File: src/rtl/alu_ctr.sv
// ALU control decoder.
// Translates the main-control operation class (ALUop) and the R-type funct
// field (Func) into the 3-bit ALU operation select. Both outputs are
// registered so the select lines up with the ID/EX pipeline boundary.
// A low 'en' stalls the stage, and the synchronous reset always wins.
module alu_ctr (
    input  logic       clk,
    input  logic       rst_n,
    input  logic       en,
    input  logic [1:0] ALUop,
    input  logic [5:0] Func,
    output logic [2:0] ALUoper,
    output logic       illegal
);

    // ALU operation select encodings (3'b101 is reserved and never produced)
    localparam logic [2:0] OP_AND = 3'b000;
    localparam logic [2:0] OP_OR  = 3'b001;
    localparam logic [2:0] OP_ADD = 3'b010;
    localparam logic [2:0] OP_XOR = 3'b011;
    localparam logic [2:0] OP_NOR = 3'b100;
    localparam logic [2:0] OP_SUB = 3'b110;
    localparam logic [2:0] OP_SLT = 3'b111;

    // Operation classes from the main control unit
    localparam logic [1:0] CLS_MEM   = 2'b00;  // lw/sw/addi
    localparam logic [1:0] CLS_BR    = 2'b01;  // beq/bne
    localparam logic [1:0] CLS_RTYPE = 2'b10;  // decode funct
    localparam logic [1:0] CLS_LOGI  = 2'b11;  // ori / logical immediate

    // Supported R-type funct codes
    localparam logic [5:0] FN_ADD  = 6'b100000;
    localparam logic [5:0] FN_ADDU = 6'b100001;
    localparam logic [5:0] FN_SUB  = 6'b100010;
    localparam logic [5:0] FN_SUBU = 6'b100011;
    localparam logic [5:0] FN_AND  = 6'b100100;
    localparam logic [5:0] FN_OR   = 6'b100101;
    localparam logic [5:0] FN_XOR  = 6'b100110;
    localparam logic [5:0] FN_NOR  = 6'b100111;
    localparam logic [5:0] FN_SLT  = 6'b101010;
    localparam logic [5:0] FN_SLTU = 6'b101011;

    logic [2:0] oper_s;
    logic       illegal_s;
    logic [2:0] oper_r;
    logic       illegal_r;

    // Combinational decode of the current class/funct into the next select value
    always_comb begin
        oper_s    = OP_ADD;
        illegal_s = 1'b0;
        case (ALUop)
            CLS_MEM: begin
                oper_s    = OP_ADD;
                illegal_s = 1'b0;
            end
            CLS_BR: begin
                oper_s    = OP_SUB;
                illegal_s = 1'b0;
            end
            CLS_LOGI: begin
                oper_s    = OP_OR;
                illegal_s = 1'b0;
            end
            CLS_RTYPE: begin
                case (Func)
                    FN_ADD,
                    FN_ADDU: oper_s = OP_ADD;
                    FN_SUB,
                    FN_SUBU: oper_s = OP_SUB;
                    FN_AND:  oper_s = OP_AND;
                    FN_OR:   oper_s = OP_OR;
                    FN_XOR:  oper_s = OP_XOR;
                    FN_NOR:  oper_s = OP_NOR;
                    FN_SLT,
                    FN_SLTU: oper_s = OP_SLT;
                    default: begin
                        // Unsupported funct (including sll/nop): fall back to ADD and flag it
                        oper_s    = OP_ADD;
                        illegal_s = 1'b1;
                    end
                endcase
            end
            default: begin
                oper_s    = OP_ADD;
                illegal_s = 1'b0;
            end
        endcase
    end

    // Pipeline register: reset to ADD, load on enable, otherwise hold (stall)
    always_ff @(posedge clk) begin
        if (!rst_n) begin
            oper_r    <= OP_ADD;
            illegal_r <= 1'b0;
        end else if (en) begin
            oper_r    <= oper_s;
            illegal_r <= illegal_s;
        end else begin
            oper_r    <= oper_r;
            illegal_r <= illegal_r;
        end
    end

    assign ALUoper = oper_r;
    assign illegal = illegal_r;

endmodule

File: config.mk
export PLATFORM = sky130hd
export DESIGN_NAME = alu_ctr
export DESIGN_NICKNAME = d
export VERILOG_FILES = /design/src/rtl/alu_ctr.sv
export SDC_FILE = /design/constraint.sdc
export NUM_CORES = 1
export LEC_CHECK = 0
export ABC_AREA = 1
export BUFFER_PORTS_ARGS = -buffer_cell sky130_fd_sc_hd__buf_2
export CAP_MARGIN = 10
export CORE_AREA = 2 2 39 41
export CTS_CLUSTER_SIZE = 10
export DETAILED_ROUTE_END_ITERATION = 7
export DIE_AREA = 0 0 41 43
export GPL_TIMING_DRIVEN = 0
export PLACE_DENSITY = 0.56
export SLEW_MARGIN = 20
export SYNTH_ARGS = -nofsm -noshare
export SYNTH_HDL_FRONTEND = slang
export SYNTH_SLANG_ARGS = --single-unit
File: constraint.sdc
create_clock -name clk -period 0.9 [get_ports clk]
set_clock_uncertainty 0.15 [all_clocks]
set_input_delay 0.135 -clock clk [delete_from_list [all_inputs] [get_ports clk]]
set_output_delay 0.135 -clock clk [all_outputs]
set_load 0.02 [all_outputs]
==> run_results.csv <==
group,metric,value,unit
placed_design,port_buffers,14,
global_route,overflow,0,
yosys,synth-seq-area-share,29.1,%
route,drtIter0Drc,5,
critical_path,rr_endpoint,"illegal",
route,avgViaCountPerCell,4.08,
critical_path,ff2ff_setup_slack,0.11,ns
yosys,synthesis.area,275,um^2
finish,seq_area,85.1,um^2
global_route,grt_pass1_wl,869,um
clocking,clkTransAtPathRegs,0.04,ns
power,p_sw,145,uW
global_route,antenna_found_initial,0,
critical_path,endpoint,"ALUoper[2]",
finish,final_cell_area,418,um^2
timing,worst_slack,-0.0517,ns
timing,slew_violations,0,
global_route,grt_pass1_vias,250,
outcome,status,"finished with violations",
global_route,grt_max_degree,8,
finish,layout_common_cells,"buf_2, nand2_1, inv_1, nor2_1",
timing,finalSetupTns,-0.190,ns
timing,hold_slack,-0.0284,ns
yosys,yosysUniqueCellTypes,13,
die,start_util,19.9,%
timing,max_clock_freq,1050,MHz
critical_path,path_cells,"buf_6",
finish,insertedDiodeCount,0,
timing,period_needed,0.952,ns
die,chipHeight,43,um
finish,fin_nets,76,
critical_path,max_stage_delay,0.33,ns
critical_path,critPathBufInv,1,
yosys,ys_warn_count,0,
critical_path,cp_max_fo,2,
clocking,clkSinkCount,4,
clocking,clk_latency,0.23,ns
hold_path,min_path_type,"in2reg",
route,drc,0,
yosys,syn_nets,57,
critical_path,rr_startpoint,"illegal",
route,dr.pass1.iters,4,
critical_path,critPathSlowestCell,"dfxtp_2",
power,fin_total_pwr,546,uW
placed_design,gp_congestion,0.745,
die,rows,14,
critical_path,worstRegToRegCells,2,
clocking,cts-root-buf,"clkbuf_4",
power,p_seq_share,36.6,%
yosys,synthCells,46,
yosys,syn_area_per_cell,5.98,um^2
critical_path,path_depth,1,
power,combPwrFrac,24.3,%
critical_path,worstPathArrival,0.67,ns
die,core_area,1380,um^2
placed_design,hpwl,525,um
timing,tightest_slew,0.156,ns
die,die_x,41,um
power,p_leak,0.218,nW
power,p_per_area,1310,nW/um^2
critical_path,crit_type,"reg2out",
placed_design,placed_area,365,um^2
clocking,cts_buffer_depth,2,
finish,areaGrowthSynthToFinish,51.8,%
yosys,ys_ff_latch,4,
die,pin_count,15,
finish,multi_input_area,161,um^2
clocking,cts-htree-levels,1,
clocking,cts_tree,"built",
power,swShare,26.5,%
finish,fin_cells,79,
route,wl,620,um
outcome,violations,"negative hold slack, negative setup slack",
power,ir_worst_vdd,0.581,mV
route,routedWlPerCell,7.85,um
placed_design,post-place-ws,-0.148,ns
power,p_clk_share,39.1,%
route,antenna_left,0,
finish,nFillCells,155,
finish,drive_gt1_share,39.7,%
power,cellInternalPower,401,uW
critical_path,start_kind,"flip-flop",
route,dr_total_vias,322,
finish,final_common_cell,"buf_2",
global_route,grt_usage,7.72,%
critical_path,worstPathRequired,0.61,ns
timing,setup_viol,4,
run,drv_cap,0,
timing,finalCritPeriodShare,106,%
critical_path,crit_family,"flip-flops",
die,dieArea,1760,um^2
critical_path,critPathLaunch,"ALUoper[2]",
placed_design,placedCellCount,76,
critical_path,cp-end-kind,"primary output",
timing,hold_viol_final,1,
timing,rsz0062_at_grt,"true",
clocking,cts_setup_buffers,0,
clocking,cts_inserted_buffers,3,
timing,relSlewSlack,89.6,%
## synthesized netlist by cell type
| cell | count | area [um^2] |
|---|---|---|
| nand2_1 | 9 | 33.8 |
| inv_1 | 8 | 30.0 |
| nor2_1 | 8 | 30.0 |
| a21oi_1 | 4 | 20.0 |
| dfxtp_1 | 4 | 80.1 |
| nand3_1 | 3 | 15.0 |
| o21ai_0 | 3 | 15.0 |
| o211ai_1 | 2 | 15.0 |
| inv_2 | 1 | 3.75 |
| nand3_2 | 1 | 10.0 |
| nor2_2 | 1 | 6.26 |
| nor2_4 | 1 | 11.3 |
| o21ai_1 | 1 | 5.00 |
## how the worst min path moves through the flow
stage,slack [ns],startpoint,to,cells after the start
3_5_place_dp,0.20,rst_n,ALUoper[1],2
2_1_floorplan,0.06,rst_n,ALUoper[1],1
5_1_grt,-0.03,rst_n,ALUoper[1],2
3_3_place_gp,0.20,rst_n,ALUoper[1],2
6_report,-0.03,rst_n,ALUoper[1],2
4_1_cts,-0.04,rst_n,ALUoper[1],2
## layer usage
metal,vias to the layer above,wire [um],global-route usage [%]
met2,6,319,10.6
met1,133,280,8.01
met3,0,20,3.14
met4,0,0,8.00
li1,183,-,-
met5,-,0,0
## stage by stage
| step | util (%) | hold slack (ns) |
|---|---|---|
| 2_1_floorplan | - | 0.0574 |
| 3_3_place_gp | 26.4 | 0.199 |
| 3_5_place_dp | 26.4 | 0.203 |
| 4_1_cts | 30.2 | -0.0371 |
| 5_1_grt | 30.2 | -0.0335 |
| 6_report | 30.2 | -0.0284 |
## repair_timing
action,CTS,global route
endpoints found under the setup margin,4,4
gates resized for setup,12,0
hold endpoints to repair,2,1
gates cloned,0,0
## state kept, by name, summed over array words and instances, names as in the netlist
register	cells
illegal	1
ALUoper	3
## cell families after synthesis
family,Yosys count,synth area share (%)
and+or+nand+nor,23,38.6
buffers and inverters,9,12.3
DFF,4,29.1
AOI/OAI and AO/OA,10,20.0
## power by group through the flow
stage	combinational [mW]	clock (mW)	sequential, mW
6_report	0.133	0.213	0.200
5_1_grt	0.146	0.235	0.201
4_1_cts	0.134	0.229	0.200
3_5_place_dp	0.121	0	0.197
3_3_place_gp	0.120	0	0.197
2_1_floorplan	0.0517	0	0.212
## area by class of cell
| type | instances | share of cell area [%] |
|---|---|---|
| Multi-Input combinational cell | 33 | 38.6 |
| Sequential cell | 4 | 20.4 |
| Tap cell | 16 | 4.79 |
| Inverter | 9 | 8.08 |
| Timing Repair Buffer | 14 | 22.8 |
| Clock buffer | 3 | 5.39 |
Power figures use the tool's default switching activity.
